==> config.mk <==
export PLATFORM = sky130hd
export DESIGN_NAME = node_sequencer
export DESIGN_NICKNAME = d
export VERILOG_FILES = /design/src/rtl/nn_pkg.sv /design/src/rtl/flex_counter.sv /design/src/rtl/node_sequencer.sv
export SDC_FILE = /design/constraint.sdc
export NUM_CORES = 1
export LEC_CHECK = 0
export BUFFER_PORTS_ARGS = -buffer_cell sky130_fd_sc_hd__buf_2
export CAP_MARGIN = 20
export CELL_PAD_IN_SITES_DETAIL_PLACEMENT = 0
export CELL_PAD_IN_SITES_GLOBAL_PLACEMENT = 2
export CORE_AREA = 2 2 78 80
export CTS_CLUSTER_SIZE = 10
export DETAILED_ROUTE_END_ITERATION = 6
export DIE_AREA = 0 0 80 82
export GPL_TIMING_DRIVEN = 0
export PLACE_DENSITY_LB_ADDON = 0.08
export SYNTH_ARGS = -nofsm -noshare
export SYNTH_HDL_FRONTEND = slang
export SYNTH_SLANG_ARGS = --single-unit
==> constraint.sdc <==
create_clock -name clk -period 2.02 [get_ports clk]
set_input_delay 0.404 -clock clk [delete_from_list [all_inputs] [get_ports clk]]
set_output_delay 0.404 -clock clk [all_outputs]
set_load 0.005 [all_outputs]
==> src/rtl/nn_pkg.sv <==
// Shared types and defaults for the neural-network node datapath and its sequencer.
package nn_pkg;

  localparam int unsigned ImageSizeDef = 64;
  localparam int unsigned NumNodesDef  = 16;
  localparam int unsigned WordW        = 16;

  typedef logic [WordW-1:0] word_t;

  typedef enum logic [2:0] {
    IDLE,
    CLEAR,
    ACCUM,
    SETTLE,
    OUTPUT,
    DONE
  } seq_state_t;

endpackage

==> src/rtl/flex_counter.sv <==
// Up-counter with programmable rollover value, synchronous clear and count enable.
module flex_counter #(
  parameter int unsigned W = 4
) (
  input  logic         clk,
  input  logic         n_rst,
  input  logic         i_clear,
  input  logic         i_en,
  input  logic [W-1:0] i_rollover,
  output logic [W-1:0] o_count,
  output logic         o_at_max
);

  logic [W-1:0] r_count;
  logic         w_at_max;

  assign w_at_max = (r_count == i_rollover);

  always_ff @(posedge clk or negedge n_rst) begin
    if (!n_rst) begin
      r_count <= '0;
    end else if (i_clear) begin
      r_count <= '0;
    end else if (i_en) begin
      r_count <= w_at_max ? '0 : r_count + 1'b1;
    end
  end

  assign o_count  = r_count;
  assign o_at_max = w_at_max;

endmodule

==> src/rtl/node_sequencer.sv <==
// Steps one time-multiplexed node through a dot-product per neuron and hands each
// activated result downstream with a valid/ready handshake.
module node_sequencer
  import nn_pkg::*;
#(
  parameter int unsigned IMAGE_SIZE = ImageSizeDef,
  parameter int unsigned CNT_W      = 7,
  parameter int unsigned NUM_NODES  = NumNodesDef,
  parameter int unsigned NODE_W     = 4
) (
  input  logic              clk,
  input  logic              n_rst,
  input  logic              layer_start,
  output logic              layer_busy,
  output logic              layer_done,
  output logic              reset_acc,
  output logic              acc_hold,
  output logic [CNT_W-1:0]  cnt_val,
  output logic [NODE_W-1:0] node_idx,
  input  word_t             node_out,
  output logic              res_valid,
  input  logic              res_ready,
  output word_t             res_data,
  output logic [NODE_W-1:0] res_idx
);

  localparam logic [CNT_W-1:0]  CntMax  = CNT_W'(IMAGE_SIZE - 1);
  localparam logic [NODE_W-1:0] NodeMax = NODE_W'(NUM_NODES - 1);

  seq_state_t        r_state;
  logic              r_busy;
  logic              r_done;
  logic              r_reset_acc;
  logic              r_acc_hold;
  logic              r_res_valid;
  word_t             r_res_data;
  logic [NODE_W-1:0] r_res_idx;

  logic [CNT_W-1:0]  w_cnt;
  logic              w_cnt_last;
  logic [NODE_W-1:0] w_node_idx;
  logic              w_node_last;
  logic              w_handshake;

  assign w_handshake = (r_state == OUTPUT) && r_res_valid && res_ready;

  // Index counter parks at its last value on leaving ACCUM and is zeroed during SETTLE.
  flex_counter #(
    .W (CNT_W)
  ) u_cnt (
    .clk        (clk),
    .n_rst      (n_rst),
    .i_clear    (r_state == SETTLE),
    .i_en       ((r_state == ACCUM) && !w_cnt_last),
    .i_rollover (CntMax),
    .o_count    (w_cnt),
    .o_at_max   (w_cnt_last)
  );

  // Neuron index returns to zero only via DONE, never by natural rollover.
  flex_counter #(
    .W (NODE_W)
  ) u_node (
    .clk        (clk),
    .n_rst      (n_rst),
    .i_clear    (r_state == DONE),
    .i_en       (w_handshake && !w_node_last),
    .i_rollover (NodeMax),
    .o_count    (w_node_idx),
    .o_at_max   (w_node_last)
  );

  always_ff @(posedge clk or negedge n_rst) begin
    if (!n_rst) begin
      r_state     <= IDLE;
      r_busy      <= 1'b0;
      r_done      <= 1'b0;
      r_reset_acc <= 1'b0;
      r_acc_hold  <= 1'b1;
      r_res_valid <= 1'b0;
      r_res_data  <= '0;
      r_res_idx   <= '0;
    end else begin
      unique case (r_state)
        IDLE: begin
          if (layer_start) begin
            r_state     <= CLEAR;
            r_busy      <= 1'b1;
            r_reset_acc <= 1'b1;
          end
        end
        CLEAR: begin
          r_state     <= ACCUM;
          r_reset_acc <= 1'b0;
          r_acc_hold  <= 1'b0;
        end
        ACCUM: begin
          if (w_cnt_last) begin
            r_state    <= SETTLE;
            r_acc_hold <= 1'b1;
          end
        end
        SETTLE: begin
          r_state     <= OUTPUT;
          r_res_valid <= 1'b1;
          r_res_data  <= node_out;
          r_res_idx   <= w_node_idx;
        end
        OUTPUT: begin
          if (w_handshake) begin
            r_res_valid <= 1'b0;
            if (w_node_last) begin
              r_state <= DONE;
              r_done  <= 1'b1;
            end else begin
              r_state     <= CLEAR;
              r_reset_acc <= 1'b1;
            end
          end
        end
        DONE: begin
          r_state <= IDLE;
          r_done  <= 1'b0;
          r_busy  <= 1'b0;
        end
        default: r_state <= IDLE;
      endcase
    end
  end

  assign layer_busy = r_busy;
  assign layer_done = r_done;
  assign reset_acc  = r_reset_acc;
  assign acc_hold   = r_acc_hold;
  assign cnt_val    = w_cnt;
  assign node_idx   = w_node_idx;
  assign res_valid  = r_res_valid;
  assign res_data   = r_res_data;
  assign res_idx    = r_res_idx;

endmodule

# == Word level (Yosys, flattened, before mapping) ==
# Cells that the tools add are included.
# word_totals
regBits,39
output_inout_bits,36
input_bits,20
elab_cells,67
# op_classes
n_eq_ne,12
reduce_logical,20
muxes,23
add_sub_neg,2
# ops
operator,count
2-to-1 mux 7 bit,3
case mux 3 bit (5 select lines),1
2-to-1 mux 3 bit,4
2-to-1 mux 4 bit,3
nonzero test 2 bit,6
case mux 1 bit (2 select lines),4
adder 7 x 1 -> 7 bit (second input constant),1
equality test 7 x 6 -> 1 bit (second input constant),1
2-to-1 mux 1 bit,7
equality test 3 x 2 -> 1 bit (second input constant),2
equality test 3 bit (second input constant),2
!= test 2 bit (second input constant),3
AND reduction 2 bit,3
AND reduction 3 bit,2
adder 4 x 1 -> 4 bit (second input constant),1
equality test 4 bit (second input constant),1
logical AND 1 bit,4
!= test 2 x 1 -> 1 bit (second input constant),2
AND reduction 4 bit,1
equality test 3 x 1 -> 1 bit (second input constant),1
logical NOT 3 bit,1
case mux 1 bit (3 select lines),1
nonzero test 3 bit,1
logical NOT 1 bit,2

# == Logic depth before layout (Yosys ltp) ==
# Gate-level depths: netlist of the first run.
# logic_depth
depth_word,6
mapped_depth,7
mapped_depth_nobuf,5

# == Cells and area by module ==
# Synthesis of the first run repeated with hierarchy kept, for this count alone.
# unflattened
hier_cells,165
area_unflattened_um2,1973.1
# by_module_without_submodules
module,area_per_inst_um2,n_inst,cells_each,seq_area_each_um2
node_sequencer,1249.9,1,91,701.9
flex_counter at u_cnt,439.2,1,47,175.2
flex_counter at u_node,284.0,1,27,100.1

# == Least setup slack after synthesis of the first run ==
# No wires, ideal clock.
# synth_path
path_type,flip-flop to flip-flop
start,register u_node.r_count[0] (netlist: u_node.o_count[0])
end,register u_node.r_count[3] (netlist: u_node.o_count[3])
n_path_buf,1
arrival_time_ns,1.814
required_ns,1.943
path_stages_with_launch,7
period_less_slack_ns,1.892
setup_slack_ns,0.128
path_cell_list,dfrtp_1 > ha_1 > and3_1 > or4_1 > buf_2 > or3_1 > a21oi_1
# synth_between
elab_chain_cells,4
word_cells_on_any_way,8
cone_classes,add/sub: 1; eq/ne: 1; mux: 3; reduce/logical: 3
# synth_lines
element,line,source
from (decl),flex_counter.sv:14,logic [W-1:0] r_count;
from (signal assigned),flex_counter.sv:25,r_count <= w_at_max ? '0 : r_count + 1'b1;
adder 4 x 1 -> 4 bit or equality test 4 bit (tied branches),"flex_counter.sv:25, flex_counter.sv:17",
2-to-1 mux 4 bit or logical NOT 1 bit (tied branches),"flex_counter.sv:25, node_sequencer.sv:67",
2-to-1 mux 4 bit or logical AND 1 bit (tied branches),"flex_counter.sv:24, node_sequencer.sv:67",
2-to-1 mux 4 bit or nonzero test 2 bit (tied branches),n/a,
# Parallel ways exist; a longest one is shown, timed or not. The select of a mux whose other input is x is not followed.
# A chain may end at the register's enable or synchronous reset.

# == Worst setup path in the final report of the first run ==
# Ends and elaborated chain as after synthesis.

==> impl_metrics.json, run 1 <==
{
  "grt_pass1_wl_mm": 6.54,
  "power.total_mw": 3.17,
  "dr.max_layer_used": "met4",
  "hpwl_mm": 2.81,
  "m1WireLength_mm": 1.79,
  "route.met3.wl_um": 223,
  "cts_buffer_depth": 2,
  "globalplace.congestion": 0.721,
  "rows": 28,
  "setup_viol": 0,
  "synth_most_common_cell": "dfrtp_1",
  "wire_per_inst_um": 14.0,
  "antenna_found_initial": 0,
  "hold_viol": 0,
  "io_pins": 56,
  "drc": 0,
  "grt_setup_unrepaired": "false",
  "track_usage_pct": 13.0,
  "gr-total-overflow": 0,
  "hold_class": "primary input to asynchronous set/reset pin",
  "layout-drive-gt1-share_pct": 45.2,
  "setup_tns_ns": 0,
  "syn_avg_cell_area_um2": 11.7,
  "status": "finished clean",
  "final_nets": 231,
  "chipWidth_um": 80,
  "synth_warnings": 0,
  "syn_nets": 167,
  "ys.flop_type": "dfrtp_1",
  "area_delta_synth_final_pct": 31.4,
  "tritoncts": "yes",
  "max_freq_mhz": 520,
  "cp-end-kind": "register",
  "clockRootBuffer": "clkbuf_8",
  "first_pass_iters": 4,
  "cts_buffers": 5,
  "die_area_mm2": 0.00656,
  "synth_cells": 145,
  "synth-async-reset-ratio_pct": 100,
  "synth_common_cells": "dfrtp_1 (38), mux2_2 (20), nand2_1 (11)",
  "cp_max_fo": 7,
  "vias_per_cell": 4.74,
  "cp_data_arrival_time_ns": 2.15,
  "period_share_pct": 95.2,
  "grt_pass1_vias": 1397,
  "grt_max_degree": 40,
  "required_ns": 2.24,
  "clkTransAtPathRegs_ns": 0.08,
  "die_h_um": 82,
  "min_period_ns": 1.92,
  "start_kind": "register",
  "syn_area_mm2": 0.00170,
  "synth_area_leader_cell": "dfrtp_1",
  "reg2reg_from": "u_node.o_count[0]$_DFFE_PN0P_",
  "synth-seq-cells": 39,
  "finalMaxSlewViolations": 0,
  "via_count": 1350,
  "p_leak_nw": 1.09,
  "yosysTopAreaCellShare_pct": 55.8,
  "drt_iter0_drc": 58,
  "cts_sinks": 39,
  "final_antenna_net_count": 0,
  "fill_cells": 615,
  "max-cap-violations": 0,
  "seq_area_frac_synth_pct": 57.4,
  "num_antenna_cells": 0,
  "multiInputGateArea_um2": 677,
  "initial_utilization_pct": 29.6,
  "synthTopCellsByArea": "dfrtp_1 (56%), mux2_2 (13%), nand2_1 (2.4%), a21oi_1 (2.4%), o21ai_0 (2.4%)",
  "clock_skew_ns": 0.00735,
  "synth-edff-count": 0,
  "worstSetupPathType": "register to register",
  "power_density_mw_per_mm2": 1420,
  "h-tree-depth": 2,
  "wl_mm": 3.98,
  "crit_path_start": "u_node.o_count[0]$_DFFE_PN0P_",
  "synth_cell_types": 37,
  "clk_latency_ns": 0.29,
  "irDropWorstVdd_mv": 0.562,
  "wl_met2_mm": 1.93,
  "slew_headroom_pct": 40.9,
  "worstMarginPinSlew_ns": 0.886,
  "portBuffers": 55,
  "coreArea_mm2": 0.00575,
  "layout.area.seq_um2": 977
}
[critical path: stages, from the launching register on]
cell	delay, ns
dfrtp_1	0.39
ha_2	0.20
and3_4	0.19
or4_1	0.40
buf_4	0.17
or3_1	0.36
a21oi_2	0.14
[stage by stage]
stage	instance area, um^2	util (%)	worst slack (ns)	instances	hold WS (ns)
after floorplan	1700	-	0.128	145	0.108
after global placement	2070	36.1	0.00552	275	0.472
after detailed placement	2070	36.1	-0.0146	275	0.484
after CTS	2220	38.7	0.0356	285	0.262
after global routing	2240	38.9	0.0193	285	0.302
final	2240	38.9	0.0961	285	0.229
[per-layer routing]
metal | track usage [%] | vias up
met2 | 21.4 | 41
met5 | 0 | -
met3 | 3.52 | 4
met1 | 16.4 | 656
met4 | 4.58 | 0
li1 | - | 649
[cell families after synthesis]
family          after synthesis  share of synthesized area (%)
buf+inv                      12                           3.53
fa+ha+maj                     2                           1.47
mux                          20                           13.2
simple gates                 42                           13.4
flops                        39                           57.4
xor+xnor                      1                          0.514
compound gates               29                           10.5
[report_power, final]
group          total [mW]  leakage [nW]  switching [mW]  internal [mW]
Sequential           1.24         0.486           0.171           1.07
Clock               0.775        0.0644           0.282          0.493
Combinational        1.16         0.541           0.572          0.589
[layout by cell type (no fill, tap or decap), types with 2 or more instances in the layout]
cell | synthesis | final
buf_2 | 3 | 57
nand3_1 | 6 | 6
a21oi_1 | 8 | 7
buf_4 | 1 | 4
bufinv_16 | 0 | 2
clkbuf_1 | 3 | 3
mux2_2 | 20 | 20
clkbuf_8 | 0 | 5
o21ai_0 | 8 | 8
dfrtp_1 | 38 | 38
nor2b_1 | 2 | 2
nand4_1 | 2 | 2
and3_1 | 4 | 3
nor2_1 | 6 | 6
a31oi_1 | 2 | 2
inv_1 | 4 | 4
nand2_1 | 11 | 11
nor3_1 | 3 | 3
a211oi_1 | 3 | 3
[state kept, by name, summed over array words and instances, names as in the netlist]
signal / cells
res_valid: 1
acc_hold: 1
res_idx: 4
res_data: 16
u_cnt.o_count: 7
layer_busy: 1
layer_done: 1
reset_acc: 1
r_state: 3
u_node.o_count: 4
[path summary, 6_finish.rpt]
path | end | cells past startpoint | slack [ns]
setup reg to reg | u_node.o_count[3]$_DFFE_PN0P_ | 6 | 0.1
max in group asynchronous | res_data[9]$_DFFE_PN0P_ | 1 | 1.22
hold reg to reg | layer_done$_DFFE_PN0P_ | 2 | 0.50
min in group clk | res_data[0]$_DFFE_PN0P_ | 2 | 0.34
hold / removal | u_cnt.o_count[3]$_DFFE_PN0P_ | 1 | 0.23
setup / recovery | u_node.o_count[3]$_DFFE_PN0P_ | 6 | 0.1
[repair_timing]
| action | 4_1_cts | 5_1_grt |
|---|---|---|
| buffers inserted | 2 | 0 |
| hold buffers | 0 | 0 |
| resized for setup | 0 | 4 |
| hold endpoints to repair | 0 | 0 |
| endpoints found under the setup margin | 1 | 1 |
[area by class of cell]
type | instances | area share, %
clock inverter | 3 | 3.02
tap | 75 | 4.19
multi-input combinational | 94 | 30.3
clock buffer | 5 | 3.08
timing repair buffer | 57 | 13.0
buffer | 8 | 2.13
sequential | 39 | 43.7
inverter | 4 | 0.671
(Power assumes the default switching activity.)
==> run 2: changes to the inputs <==
- CELL_PAD_IN_SITES_DETAIL_PLACEMENT: 0 -> not set
- CELL_PAD_IN_SITES_GLOBAL_PLACEMENT: 2 -> not set
- CORE_AREA: 2 2 78 80 -> 2 2 73 75
- DIE_AREA: 0 0 80 82 -> 0 0 75 77
==> impl_metrics.json, run 2 (synthesis gave the netlist of run 1 again) <==
{
  "most-common-layout-cells": "buf_2 (57), dfrtp_1 (37), mux2_2 (20)",
  "period_share_pct": 95.2,
  "grt_pass1_vias": 1398,
  "p_clk_share_pct": 18.9,
  "p_comb_share_pct": 38.9,
  "cts_buffer_depth": 2,
  "final_nets": 231,
  "max-cap-violations": 0,
  "timing.final.ws_setup_ns": 0.0960,
  "antenna_found_initial": 0,
  "h-tree-depth": 2,
  "utilization_pct": 44.2,
  "die_area_mm2": 0.00578,
  "irDropWorstVdd_mv": 0.659,
  "grt_pass1_wl_mm": 6.41,
  "seqPwrFrac_pct": 42.2,
  "chipWidth_um": 75,
  "coreArea_mm2": 0.00498,
  "area_delta_synth_final_pct": 29.1,
  "gr-total-overflow": 0,
  "p_leak_nw": 1.08,
  "slew_headroom_pct": 42.2,
  "portBuffers": 55,
  "wl_mm": 3.78,
  "clockRootBuffer": "clkbuf_8",
  "cp_data_arrival_time_ns": 2.14,
  "layout_commonest_cell": "buf_2",
  "clk_latency_ns": 0.29,
  "initial_utilization_pct": 34.2,
  "cp-end-kind": "register",
  "worstMarginPinSlew_ns": 0.867,
  "first_pass_iters": 4,
  "worstSetupPathType": "register to register",
  "reg2reg_from": "u_node.o_count[0]$_DFFE_PN0P_",
  "final_antenna_net_count": 0,
  "via_count": 1335,
  "hpwl_mm": 2.74,
  "start_kind": "register",
  "track_usage_pct": 14.4,
  "cp_max_fo": 7,
  "hold_class": "primary input to asynchronous set/reset pin",
  "vias_per_cell": 4.77,
  "status": "finished clean",
  "layout-drive-gt1-share_pct": 45.7,
  "die_h_um": 77,
  "p_int_mw": 1.94,
  "dp_slack_ns": 0.0224,
  "drc": 0,
  "cts_buffers": 5,
  "max_freq_mhz": 520,
  "crit_path_start": "u_node.o_count[0]$_DFFE_PN0P_",
  "rows": 26,
  "power_density_mw_per_mm2": 1350,
  "required_ns": 2.24,
  "cts_sinks": 39,
  "drt_iter0_drc": 90,
  "worstRegToRegCells": 6,
  "num_antenna_cells": 0,
  "wire_per_inst_um": 13.5,
  "setup_viol": 0,
  "hold_buffers": 0,
  "tritoncts": "yes",
  "grt_max_degree": 40,
  "finalMaxSlewViolations": 0,
  "setup_tns_ns": 0,
  "clkTransAtPathRegs_ns": 0.08,
  "hold_viol": 0,
  "globalplace.congestion": 0.743,
  "timing.rr.end": "u_node.o_count[3]$_DFFE_PN0P_",
  "min_period_ns": 1.92,
  "r2r_slack_ns": 0.1,
  "p_sw_mw": 1.02,
  "largest_reg_flops": 16,
  "io_pins": 56,
  "clock_skew_ns": 0.00760,
  "switching_share_pct": 34.6,
  "grt_setup_unrepaired": "false"
}
run 2: cell types whose count changed in the layout (fill, tap and decap cells not counted), sizes merged:
cell,before,now
bufinv,2,0
clkinv,0,1
clkbuf,8,9
run 2: worst max path at each step:
stage | to | slack [ns] | depth (start not counted)
finish | u_node.o_count[3]$_DFFE_PN0P_ | 0.1 | 6
global route | u_node.o_count[3]$_DFFE_PN0P_ | 0.02 | 6
CTS | u_node.o_count[3]$_DFFE_PN0P_ | 0.009 | 6
detailed placement | u_node.o_count[3]$_DFFE_PN0P_ | 0.02 | 6
global placement | u_node.o_count[3]$_DFFE_PN0P_ | 0.03 | 6
floorplan | u_node.o_count[3]$_DFFE_PN0P_ | 0.13 | 6
run 2: routing by layer:
metal / track usage (%) / wire, um
met5: 0 / 0
met4: 6.43 / 68
met1: 18.2 / 1670
met3: 4.34 / 200
met2: 22.3 / 1840
run 2: area by class of cell:
| cell class | instances | area, um^2 |
|---|---|---|
| Fill cell | 518 | 2780 |
| Timing Repair Buffer | 57 | 290 |
| Clock inverter | 2 | 16.3 |
| Sequential cell | 39 | 978 |
| Clock buffer | 6 | 82.6 |
| Multi-Input combinational cell | 94 | 677 |
| Tap cell | 70 | 87.6 |
| Inverter | 4 | 15.0 |
| Buffer | 8 | 51.3 |
run 2: what timing repair did:
item / in CTS / in global routing
setup endpoints to repair: 1 / 1
buffers inserted: 0 / 2
pin swaps: 0 / 0
gates resized for setup: 1 / 5
hold endpoints to repair: 0 / 0
run 2: worst max-delay path, cell delays in order, from the launching register on:
cell     delay (ns)
dfrtp_2        0.43
ha_2           0.20
and3_4         0.19
or4_4          0.41
buf_6          0.14
or3_1          0.34
a21oi_1        0.14
run 2: per-stage QoR:
| step | cells | power (mW) | instance area, um^2 | hold WS [ns] |
|---|---|---|---|---|
| 2_1_floorplan | 145 | 1.94 | 1700 | 0.108 |
| 3_3_place_gp | 270 | 2.36 | 2070 | 0.478 |
| 3_5_place_dp | 270 | 2.40 | 2070 | 0.487 |
| 4_1_cts | 278 | 2.97 | 2170 | 0.257 |
| 5_1_grt | 280 | 3.20 | 2200 | 0.297 |
| 6_report | 280 | 2.96 | 2200 | 0.223 |
run 2: power groups by stage:
stage	combinational [mW]	clock, mW	sequential [mW]
finish	1.15	0.560	1.25
global route	1.31	0.604	1.29
CTS	1.14	0.576	1.26
detailed placement	1.14	0	1.27
global placement	1.10	0	1.25
floorplan	0.667	0	1.27
